`src/rtl/video_pkg.sv`:
```
// Shared types for the SRAM arbiter: access FSM states and SRAM bus widths.
package video_pkg;
  localparam int ADDR_W = 18;
  localparam int DATA_W = 16;

  typedef enum logic [2:0] {
    ST_IDLE,
    ST_RD,
    ST_WR_SETUP,
    ST_WR_PULSE,
    ST_WR_RECOVER
  } state_t;
endpackage

```
`src/rtl/sram_arbiter.sv`:
```
// Shares one async SRAM between a video read port and a host read/write port.
// Video wins arbitration unless the host has waited out MAX_VID_BURST video grants; all SRAM strobes are registered.
module sram_arbiter
  import video_pkg::*;
#(
  parameter int ACCESS_CYCLES = 2,
  parameter int MAX_VID_BURST = 8
) (
  input  logic              clk100,
  input  logic              reset,
  input  logic              vid_req,
  input  logic [ADDR_W-1:0] vid_addr,
  output logic              vid_ack,
  output logic [DATA_W-1:0] vid_rdata,
  output logic              vid_rvalid,
  input  logic              host_req,
  input  logic              host_we,
  input  logic [ADDR_W-1:0] host_addr,
  input  logic [DATA_W-1:0] host_wdata,
  input  logic [1:0]        host_be,
  output logic              host_ack,
  output logic [DATA_W-1:0] host_rdata,
  output logic              host_rvalid,
  output logic [ADDR_W-1:0] ram_addr,
  input  logic [DATA_W-1:0] ram_din,
  output logic [DATA_W-1:0] ram_dout,
  output logic              ram_ce,
  output logic              ram_oe,
  output logic              ram_we,
  output logic              ram_lb,
  output logic              ram_hb
);
  localparam logic [7:0] LP_MAX_BURST = 8'(MAX_VID_BURST);
  localparam logic [2:0] LP_LAST      = 3'(ACCESS_CYCLES - 1);

  state_t              r_state, w_state_nxt;
  logic [2:0]          r_cnt, w_cnt_nxt;
  logic [7:0]          r_burst;
  logic                r_arb_en;
  logic                r_owner_host;
  logic [1:0]          r_be;
  logic [DATA_W-1:0]   r_wdata;
  logic [ADDR_W-1:0]   r_addr;
  logic [DATA_W-1:0]   r_dout;
  logic                r_ce, r_oe, r_we, r_lb, r_hb;
  logic [DATA_W-1:0]   r_vid_rdata, r_host_rdata;
  logic                r_vid_rvalid, r_host_rvalid;
  logic                w_grant_vid, w_grant_host;
  logic [1:0]          w_lanes;
  logic                w_rd_done;

  // r_arb_en keeps the first cycle after reset release grant-free.
  always_comb begin
    w_grant_vid  = 1'b0;
    w_grant_host = 1'b0;
    if (r_state == ST_IDLE && r_arb_en) begin
      if (vid_req && !(host_req && r_burst == LP_MAX_BURST)) w_grant_vid = 1'b1;
      else if (host_req)                                     w_grant_host = 1'b1;
    end
  end

  always_comb begin
    w_lanes = r_be;
    if (w_grant_host)     w_lanes = host_be;
    else if (w_grant_vid) w_lanes = 2'b11;
  end

  always_comb begin
    w_state_nxt = r_state;
    w_cnt_nxt   = r_cnt;
    case (r_state)
      ST_IDLE: begin
        w_cnt_nxt = 3'd0;
        if (w_grant_vid || (w_grant_host && !host_we)) w_state_nxt = ST_RD;
        else if (w_grant_host)                         w_state_nxt = ST_WR_SETUP;
      end
      ST_RD: begin
        if (r_cnt == LP_LAST) w_state_nxt = ST_IDLE;
        else                  w_cnt_nxt   = r_cnt + 3'd1;
      end
      ST_WR_SETUP: begin
        w_state_nxt = ST_WR_PULSE;
        w_cnt_nxt   = 3'd0;
      end
      ST_WR_PULSE: begin
        if (r_cnt == LP_LAST) w_state_nxt = ST_WR_RECOVER;
        else                  w_cnt_nxt   = r_cnt + 3'd1;
      end
      ST_WR_RECOVER: w_state_nxt = ST_IDLE;
      default:       w_state_nxt = ST_IDLE;
    endcase
  end

  assign w_rd_done = (r_state == ST_RD) && (r_cnt == LP_LAST);

  always_ff @(posedge clk100 or posedge reset) begin
    if (reset) begin
      r_state       <= ST_IDLE;
      r_cnt         <= 3'd0;
      r_burst       <= 8'd0;
      r_arb_en      <= 1'b0;
      r_owner_host  <= 1'b0;
      r_be          <= 2'b00;
      r_wdata       <= '0;
      r_addr        <= '0;
      r_dout        <= '0;
      r_ce          <= 1'b0;
      r_oe          <= 1'b0;
      r_we          <= 1'b0;
      r_lb          <= 1'b0;
      r_hb          <= 1'b0;
      r_vid_rdata   <= '0;
      r_host_rdata  <= '0;
      r_vid_rvalid  <= 1'b0;
      r_host_rvalid <= 1'b0;
    end else begin
      r_state  <= w_state_nxt;
      r_cnt    <= w_cnt_nxt;
      r_arb_en <= 1'b1;

      // Request fields are frozen at grant so ram_addr holds for the whole access.
      if (w_grant_vid || w_grant_host) begin
        r_addr       <= w_grant_host ? host_addr : vid_addr;
        r_be         <= w_lanes;
        r_wdata      <= host_wdata;
        r_owner_host <= w_grant_host;
      end

      if (!host_req || w_grant_host)                 r_burst <= 8'd0;
      else if (w_grant_vid && r_burst != LP_MAX_BURST) r_burst <= r_burst + 8'd1;

      r_ce <= (w_state_nxt == ST_RD) || (w_state_nxt == ST_WR_SETUP) || (w_state_nxt == ST_WR_PULSE);
      r_oe <= (w_state_nxt == ST_RD);
      r_we <= (w_state_nxt == ST_WR_PULSE);
      {r_hb, r_lb} <= ((w_state_nxt == ST_RD) || (w_state_nxt == ST_WR_PULSE)) ? w_lanes : 2'b00;
      r_dout <= (w_state_nxt == ST_WR_PULSE) ? r_wdata : '0;

      r_vid_rvalid  <= 1'b0;
      r_host_rvalid <= 1'b0;
      if (w_rd_done) begin
        if (r_owner_host) begin
          r_host_rdata  <= ram_din;
          r_host_rvalid <= 1'b1;
        end else begin
          r_vid_rdata  <= ram_din;
          r_vid_rvalid <= 1'b1;
        end
      end
    end
  end

  assign vid_ack     = w_grant_vid;
  assign host_ack    = w_grant_host;
  assign vid_rdata   = r_vid_rdata;
  assign vid_rvalid  = r_vid_rvalid;
  assign host_rdata  = r_host_rdata;
  assign host_rvalid = r_host_rvalid;
  assign ram_addr    = r_addr;
  assign ram_dout    = r_dout;
  assign ram_ce      = r_ce;
  assign ram_oe      = r_oe;
  assign ram_we      = r_we;
  assign ram_lb      = r_lb;
  assign ram_hb      = r_hb;
endmodule

```
`config.mk`:
```
export PLATFORM = sky130hd
export DESIGN_NAME = sram_arbiter
export DESIGN_NICKNAME = d
export VERILOG_FILES = /design/src/rtl/video_pkg.sv /design/src/rtl/sram_arbiter.sv
export SDC_FILE = /design/constraint.sdc
export NUM_CORES = 1
export LEC_CHECK = 0
export BUFFER_PORTS_ARGS = -buffer_cell sky130_fd_sc_hd__buf_4
export CELL_PAD_IN_SITES_DETAIL_PLACEMENT = 0
export CELL_PAD_IN_SITES_GLOBAL_PLACEMENT = 1
export CORE_MARGIN = 3
export CORE_UTILIZATION = 35
export CTS_CLUSTER_DIAMETER = 100
export DETAILED_ROUTE_END_ITERATION = 8
export PLACE_DENSITY = 0.85
export SLEW_MARGIN = 20
export SYNTH_ARGS = -nofsm -noshare
export SYNTH_HDL_FRONTEND = slang
export SYNTH_SLANG_ARGS = --single-unit
```
`constraint.sdc`:
```
create_clock -name clk100 -period 3.3 [get_ports clk100]
set_clock_uncertainty 0.1 [all_clocks]
set_input_delay 0.66 -clock clk100 [delete_from_list [all_inputs] [get_ports clk100]]
set_output_delay 0.66 -clock clk100 [all_outputs]
set_load 0.02 [all_outputs]
```
* Word-level counts from Yosys, hierarchy flattened
Cells that the tools add are included.
Storage, ports and cells: bits of input ports 75, bits in latches 0, memories 0, logic and storage cells 77, output and inout bits 75, bits in writable memories 0, flip-flop bits (word level) 107, bits in read-only memories 0
Operators by class: eq/ne operators 10, bitwise gates (word level) 1, $add $sub $neg 2, $lt $le $gt $ge 0, shift operators 0, mux-type cells 23, div/mod/pow operators 0, multipliers 0, reduce and logical (&&, ||, !) cells 23
Operator list (count):
- 2-to-1 mux 18 bit | 1
- 2-to-1 mux 16 bit | 1
- 2-to-1 mux 8 bit | 2
- 2-to-1 mux 3 bit | 5
- equality test 3 x 2 -> 1 bit, second input constant | 4
- case mux 3 bit (4 select lines) | 1
- equality test 3 x 1 -> 1 bit, second input constant | 3
- 2-to-1 mux 1 bit | 9
- adder 8 x 1 -> 8 bit, second input constant | 1
- equality test 8 x 4 -> 1 bit, second input constant | 1
- inequality test 8 x 4 -> 1 bit, second input constant | 1
- logical AND 1 bit | 6
- logical OR 1 bit | 6
- 2-to-1 mux 2 bit | 3
- case mux 3 bit (2 select lines) | 1
- AND reduction 2 bit | 3
- nonzero test 2 bit | 2
- OR reduction 2 bit | 2
- adder 3 x 1 -> 3 bit, second input constant | 1
- logical NOT 1 bit | 3
- logical NOT 3 bit | 1
- inequality test 2 bit, second input constant | 1
- inverter 1 bit | 1

* Logic depth before layout (Yosys ltp)
Gate-level depths: netlist (run 1).
depth after elaboration 13, mapped depth 8, depth with buffers taken out 7

* Least setup slack after synthesis (run 1)
OpenSTA, ideal clock, no wires.
kind flip-flop to output port, start reg r_burst[5], end out host_ack, cell stages (with the launch flop) 6, buffers on the path 1, required time 2.540 ns, arrival time 1.619 ns, setup slack 0.921 ns, path through dfrtp_1 -> or3_1 -> o21a_1 -> or2_2 -> clkbuf_1 -> inv_1
Between the ends: longest elaborated chain between the ends 6
RTL lines:
- from (decl) | RTL line sram_arbiter.sv:38 | logic [7:0] r_burst;
- from (signal assigned) | RTL line sram_arbiter.sv:130 | else if (w_grant_vid && r_burst != LP_MAX_BURST) r_burst <= r_burst + 8'd1;
- equality test 8 x 4 -> 1 bit | RTL line sram_arbiter.sv:57 | if (vid_req && !(host_req && r_burst == LP_MAX_BURST)) w_grant_vid = 1'b1;
- logical AND 1 bit | RTL line sram_arbiter.sv:57
- logical NOT 1 bit | RTL line sram_arbiter.sv:57
- logical AND 1 bit | RTL line sram_arbiter.sv:57
- 2-to-1 mux 1 bit | RTL line sram_arbiter.sv:57
- 2-to-1 mux 1 bit | RTL line sram_arbiter.sv:56 | if (r_state == ST_IDLE && r_arb_en) begin
- to (decl) | RTL line sram_arbiter.sv:21 | output logic host_ack,
Every way passes these cells.

* Final worst setup path (run 1)
start reg r_state[0], end out host_ack
Between the ends: longest elaborated chain between the ends 3
RTL lines:
- from (decl) | RTL line sram_arbiter.sv:36 | state_t r_state, w_state_nxt;
- from (signal assigned) | RTL line sram_arbiter.sv:117 | r_state <= w_state_nxt;
- logical NOT 3 bit | RTL line sram_arbiter.sv:56
- logical AND 1 bit | RTL line sram_arbiter.sv:56
- 2-to-1 mux 1 bit | RTL line sram_arbiter.sv:56
Every way passes these cells.

==> impl_metrics.csv, run 1 <==
group,metric,value,unit
run_status,outcome,"finished, final reports clean",
worst_setup_path,start_kind,"register",
yosys,yosys_warnings,0,
sta,hold-worst-slack,0.375,ns
sta,finalSetupViolCount,0,
global_route,antenna_found_initial,0,
cts,cts_made_buffers,9,
cells_and_area,drive_above_1_share,48.0,%
sta,period_share,90.7,%
cts,cts_root_buffer,"clkbuf_16",
route,dr.pass1.iters,4,
power,p_int,0.00348,W
yosys,synth_nets,411,
yosys,synth_edf_count,0,
worst_setup_path,r2r_slack,0.76,ns
global_route,grt_start_max_net_pins,69,
die,die_area,13600,sq um
route,drt_iter0_drc,209,
global_route,grt-busiest-layer,"met2",
cts,clk-insertion-delay-late,0.34,ns
worst_setup_path,timing.rr.start,"r_state[0]$_DFF_PP0_",
cts,ctsHoldBuffers,0,
place,dp_hpwl,7010,um
power,pwr-share-clk,19.2,%
power,sequentialPowerShare,39.5,%
worst_setup_path,reg2reg_to,"ram_lb$_DFF_PP0_",
power,p_per_area,929,nW/um^2
cts,post_cts_buffers,0,
power,power.total,0.00547,W
global_route,met2_usage,22.5,%
worst_setup_path,arrival,2.23,ns
sta,slew_violations,0,
route,vias_per_cell,4.99,
sta,min_period,2.99,ns
yosys,yosysTopAreaCell,"dfrtp_1",
cells_and_area,instances_no_fill,628,
worst_setup_path,cp_data_required_time,2.54,ns
cts,cts.sinks,107,
power,peakVddDrop,0.341,mV
cells_and_area,area_growth,37.4,%
route,route.detailed.drc,0,
worst_setup_path,cp_max_fo,20,
place,portBuffers,149,
cts,cts-resized-gates,0,
sta,rsz0062_at_grt,"no",
power,netSwitchingFraction,36.4,%
die,core-area,11700,sq um
power,p_leak,2.77,nW
yosys,ys_ff_latch,107,
global_route,grt_pass1_vias,3092,
yosys,async_flop_share,100,%
min_path,holdCritPathClass,"in -> async",
place,dp_cells,612,
cts,clockBufferDepth,2,
worst_setup_path,critPathKind,"reg -> out",
route,drtAntennaViolNets,0,
yosys,yosysSeqAreaShare,62.5,%
route,wl,9680,um
yosys,ys.flop_type,"dfrtp_1",
sta,finalHoldViolCount,0,
cts,htreeDepth,3,
yosys,synth.distinct_cells,42,
cells_and_area,antenna_cells,0,
cells_and_area,fin_nets,559,
yosys,avgSynthCellArea,12.9,sq um
sta,maxSlewHeadroom,43.5,%
yosys,synth_cells,332,
yosys,syn_area,4280,sq um
worst_setup_path,cp-end-kind,"output port",
sta,fmax,334,MHz
sta,tns,0,ns
sta,tightest_slew,0.846,ns
job,maxCapViolations,0,
die,fp-row-count,39,
global_route,grt_pass1_wl,15100,um
yosys,synth_area_leaders,"dfrtp_1, mux2_2, o22ai_1, nor2_1, nor3_1",
global_route,grtUsageMet1,18.3,%
die,die_w,117,um
place,gp_congestion,0.794,
cts,cts_tree,"done",
die,start_util,36.7,%
route,routedWlPerCell,15.4,um
die,pin_count,150,
cts,clk_pin_slew,0.07,ns
die,fp.dieH,117,um
cells_and_area,fill_cells,1036,
route,vias,3133,
worst_setup_path,r2r_cells,4,
power,comb_power_share,41.3,%
global_route,track_usage,14.1,%
power,power.switching,0.00199,W
global_route,use_met3,3.89,%
yosys,synth_top_area_share,62.5,%
worst_setup_path,startpoint,"r_state[0]$_DFF_PP0_",
global_route,grt_overflow,0,
## per-layer routing
metal / share of wire [%] / routed length, um
met5: 0 / 0
met3: 7.3 / 710
met4: 1.3 / 125
met2: 49 / 4770
met1: 42 / 4070
## final cells by class
cell class | instances | area, sq um | share of cell area, %
Inverter | 10 | 41.3 | 0.702
Multi-Input combinational cell | 196 | 1500 | 25.5
Sequential cell | 107 | 2680 | 45.5
Clock buffer | 9 | 225 | 3.83
Tap cell | 143 | 179 | 3.04
Timing Repair Buffer | 156 | 1180 | 20.1
Clock inverter | 7 | 78.8 | 1.34
## logic make-up after synthesis
kind of cell	share of synthesized area, %
buffers and inverters	3.21
adders and majority gates	1.17
AOI/OAI and AO/OA	7.48
DFF	62.5
muxes	12.9
other	0.0876
xor gates and xnor gates	0.818
and+or+nand+nor	11.8
## worst max-delay path by stage
stage,to,cells after the start
2_1_floorplan,host_ack,5
4_1_cts,host_ack,6
3_3_place_gp,host_ack,6
6_report,host_ack,6
3_5_place_dp,host_ack,6
5_1_grt,host_ack,6
## sequential cells by signal, indices dropped and copies added, names as in the netlist, 2 cells and up
name        flops
ram_addr       18
host_rdata     16
r_wdata        16
ram_dout       16
vid_rdata      16
r_burst         8
r_cnt           3
r_state         3
r_be            2
## synthesized netlist by cell type (all sizes together) (2+ instances only)
library cell  number
nand3              6
a211oi             2
nand3b             2
o22a               2
nor2              28
nand2             10
nor3              21
buf                9
clkbuf            10
a21oi              5
nor2b              2
a31oi              2
ha                 4
o311ai             2
xnor2              4
nand2b             2
o221a              2
inv               10
mux2              48
dfrtp            107
o21ai              4
and3              16
o22ai             18
## through the flow
stage	instance area [sq um]	util [%]	setup WS (ns)
4_1_cts	5880	50.4	0.284
3_3_place_gp	5580	47.8	0.731
5_1_grt	5880	50.4	0.160
2_1_floorplan	4290	-	0.921
3_5_place_dp	5580	47.8	0.669
6_report	5880	50.4	0.306
## cells in the final DEF, fill, tap and decap left out, types with 3 or more instances in the layout
cell type   Yosys  layout
a21oi_1         5       3
and3_1         16      16
buf_4           2     155
clkbuf_16       0       9
clkinvlp_4      0       3
dfrtp_1       107     107
ha_1            4       4
inv_1          10       9
mux2_2         48      48
nand2_1        10      10
nand3_1         6       6
nor2_1         28      28
nor3_1         21      21
o21ai_0         4       4
o22ai_1        18      18
xnor2_1         4       4
## power by group through the flow
stage,combinational [W],clock (W),sequential (W)
CTS,0.00229,0.00109,0.00216
finish,0.00226,0.00105,0.00216
global placement,0.00225,0,0.00216
detailed placement,0.00230,0,0.00218
global route,0.00244,0.00114,0.00223
floorplan,0.000878,0,0.00262
## critical path, cell delays in order (launching register included)
cell	delay (ns)
dfrtp_1	0.49
nor4b_4	0.46
nand2_1	0.10
buf_4	0.21
or2_2	0.36
inv_1	0.12
buf_4	0.15
No activity file was read; power rests on OpenSTA's default activity.
==> inputs of run 2 (changes only) <==
--- a/config.mk
+++ b/config.mk
@@ -5,14 +5,16 @@
 export SDC_FILE = /design/constraint.sdc
 export NUM_CORES = 1
 export LEC_CHECK = 0
+export ABC_AREA = 1
 export BUFFER_PORTS_ARGS = -buffer_cell sky130_fd_sc_hd__buf_4
 export CELL_PAD_IN_SITES_DETAIL_PLACEMENT = 0
 export CELL_PAD_IN_SITES_GLOBAL_PLACEMENT = 1
+export CORE_ASPECT_RATIO = 0.8
 export CORE_MARGIN = 3
-export CORE_UTILIZATION = 35
+export CORE_UTILIZATION = 33
 export CTS_CLUSTER_DIAMETER = 100
 export DETAILED_ROUTE_END_ITERATION = 8
-export PLACE_DENSITY = 0.85
+export PLACE_DENSITY = 0.84
 export SLEW_MARGIN = 20
 export SYNTH_ARGS = -nofsm -noshare
 export SYNTH_HDL_FRONTEND = slang
==> constraint.sdc (replaced) <==
create_clock -name clk100 -period 2.5 [get_ports clk100]
set_clock_uncertainty 0.1 [all_clocks]
set_input_delay 0.5 -clock clk100 [delete_from_list [all_inputs] [get_ports clk100]]
set_output_delay 0.5 -clock clk100 [all_outputs]
set_load 0.02 [all_outputs]
==> run 2 against run 1 <==
Utilization shrank 4.2 points; largest power group is now registers; via count increased by 17%; non-clock buffer count rose by 1; final cell count increased by 27%.
==> impl_metrics.csv, run 2 <==
group,metric,value,unit
worst_setup_path,r2r_cells,9,
worst_setup_path,critPathMaxStageDelay,0.42,ns
cells_and_area,drive_above_1_share,29.1,%
sta,tightest_slew,0.671,ns
cts,post_cts_buffers,0,
cts,cts.sinks,107,
cells_and_area,area_growth,35.8,%
route,dr.pass1.iters,4,
yosys,synth.most_common_cell,"dfrtp_1",
yosys,synth_area_leaders,"dfrtp_1, nand2_1, nand3_1, o21ai_0, inv_1",
place,dp_hpwl,7400,um
power,power.switching,0.00262,W
cells_and_area,largest_reg_flops,18,
job,maxCapViolations,0,
yosys,syn_area,4410,sq um
worst_setup_path,slowest_stage,"dfrtp_1",
place,dp_cells,784,
power,p_per_area,1160,nW/um^2
yosys,yosys-top-cells-count,"dfrtp_1, nand2_1, nand3_1",
sta,fmax,429,MHz
power,pwr-share-clk,20.8,%
worst_setup_path,cp_max_fo,19,
cts,clk_pin_slew,0.07,ns
die,die_w,135,um
global_route,grt_overflow,0,
global_route,grt_pass1_vias,3427,
worst_setup_path,crit_chain,"inv_1 -> ha_1 -> nand3_2 -> nor2_4 -> nand2_4 -> nand3_4 -> inv_4 -> buf_4",
sta,maxSlewHeadroom,55.3,%
cts,cts_root_buffer,"clkbuf_16",
route,vias_per_cell,4.56,
worst_setup_path,critPathTopFamily,"simple AND/OR/NAND/NOR gates",
power,sequentialPowerShare,39.9,%
die,fp.dieH,109,um
worst_setup_path,critical_path_depth,8,
global_route,grtUsageMet1,19.3,%
yosys,yosysSeqAreaShare,60.7,%
sta,tns,0,ns
yosys,synth_cells,473,
sta,rsz0062_at_grt,"no",
yosys,synth_nets,552,
power,netSwitchingFraction,37.6,%
power,p_int,0.00434,W
power,peakVddDrop,0.543,mV
die,fp-row-count,37,
yosys,avgSynthCellArea,9.32,sq um
global_route,use_met3,4.30,%
route,drt_iter0_drc,145,
worst_setup_path,start_kind,"register",
route,route.detailed.drc,0,
run_status,outcome,"finished, final reports clean",
worst_setup_path,path_buf_inv,3,
die,core-area,13000,sq um
die,start_util,34.0,%
yosys,yosys_warnings,0,
yosys,synth_edf_count,0,
cts,clockBufferDepth,2,
cells_and_area,fin_nets,699,
yosys,ys_ff_latch,107,
worst_setup_path,critPathKind,"reg -> out",
cts,cts_made_buffers,9,
global_route,grt_start_max_net_pins,108,
cts,clk-insertion-delay-late,0.34,ns
cells_and_area,fill_cells,1269,
cells_and_area,layout_common_cells,"buf_4, dfrtp_1, nand2_1, nand3_1, inv_1",
worst_setup_path,cp-end-kind,"output port",
cells_and_area,antenna_cells,0,
place,portBuffers,149,
global_route,grt_pass1_wl,16700,um
yosys,ys.flop_type,"dfrtp_1",
global_route,track_usage,14.0,%
min_path,holdCritPathClass,"in -> async",
cells_and_area,instances_no_fill,800,
cts,cts_tree,"done",
place,gp_congestion,0.776,
route,drtAntennaViolNets,0,
cts,cts-resized-gates,0,
yosys,yosysTopAreaCell,"dfrtp_1",
power,comb_power_share,39.3,%
global_route,met2_usage,21.8,%
sta,finalSetupViolCount,0,
die,pin_count,150,
worst_setup_path,arrival,1.73,ns
cells_and_area,layout_commonest_cell,"buf_4",
route,vias,3650,
cts,htreeDepth,3,
sta,finalHoldViolCount,0,
global_route,grt-busiest-layer,"met2",
sta,slew_violations,0,
yosys,async_flop_share,100,%
yosys,synth.distinct_cells,27,
sta,period_share,93.2,%
route,routedWlPerCell,13.0,um
sta,min_period,2.33,ns
worst_setup_path,cp_data_required_time,1.90,ns
power,p_leak,3.23,nW
cts,ctsHoldBuffers,0,
yosys,synth_top_area_share,60.7,%
route,wl,10400,um
global_route,antenna_found_initial,0,
die,die_area,14800,sq um
## run 2: cell families after synthesis
family,after synthesis,share of synthesized area (%)
xor gates and xnor gates,6,1.19
adders and majority gates,4,1.14
and+or+nand+nor,212,21.5
buffers and inverters,87,8.77
DFF,107,60.7
AOI/OAI and AO/OA,56,6.55
other,1,0.0850
## run 2: worst reg2reg max path: cells and delay by family, from the launching register on
family          cells  cell delay, ns
simple gates        6            0.89
flops               1            0.42
compound gates      1            0.17
fa+ha+maj           1            0.16
buf+inv             1            0.09
## run 2: cell type report
type / count / area, sq um / share of cell area [%]
Multi-Input combinational cell: 279 / 1350 / 22.5
Sequential cell: 107 / 2680 / 44.7
Clock inverter: 5 / 60.1 / 1.00
Clock buffer: 11 / 243 / 4.05
Inverter: 66 / 254 / 4.24
Timing Repair Buffer: 157 / 1190 / 19.9
Tap cell: 175 / 219 / 3.66
## run 2: through the flow
| step | hold WS, ns | total power [W] | area, sq um | util [%] | worst slack (ns) |
|---|---|---|---|---|---|
| 2_1_floorplan | 0.352 | 0.00435 | 4410 | - | 0.588 |
| 3_3_place_gp | 0.365 | 0.00551 | 5680 | 43.9 | 0.490 |
| 3_5_place_dp | 0.376 | 0.00557 | 5680 | 43.9 | 0.450 |
| 4_1_cts | 0.256 | 0.00705 | 5990 | 46.2 | 0.0689 |
| 5_1_grt | 0.264 | 0.00746 | 5990 | 46.2 | 0.0260 |
| 6_report | 0.232 | 0.00696 | 5990 | 46.2 | 0.170 |
## run 2: per-layer routing
metal	vias up	routed length (um)
met1	1695	4670
met2	149	4800
met4	0	88
met3	7	841
met5	-	0
li1	1799	-
## run 2: path summary, 6_finish.rpt
check | start | slack [ns] | to
max | r_burst[0]$_DFFE_PP0P_ | 0.17 | vid_ack
min | reset | 0.23 | host_rdata[6]$_DFFE_PP0P_
max reg2reg | r_burst[0]$_DFFE_PP0P_ | 0.52 | r_wdata[9]$_DFFE_PP0P_
min reg2reg | r_wdata[9]$_DFFE_PP0P_ | 0.39 | ram_dout[9]$_DFF_PP0_
max in group asynchronous | reset | 1.68 | r_burst[6]$_DFFE_PP0P_
min in group clk100 | host_wdata[11] | 0.27 | r_wdata[11]$_DFFE_PP0P_
## run 2: power by group through the flow
stage | clock (W) | sequential, W | combinational (W)
global route | 0.00158 | 0.00287 | 0.00301
global placement | 0 | 0.00278 | 0.00273
detailed placement | 0 | 0.00280 | 0.00277
finish | 0.00145 | 0.00278 | 0.00274
floorplan | 0 | 0.00335 | 0.00101
CTS | 0.00149 | 0.00278 | 0.00278
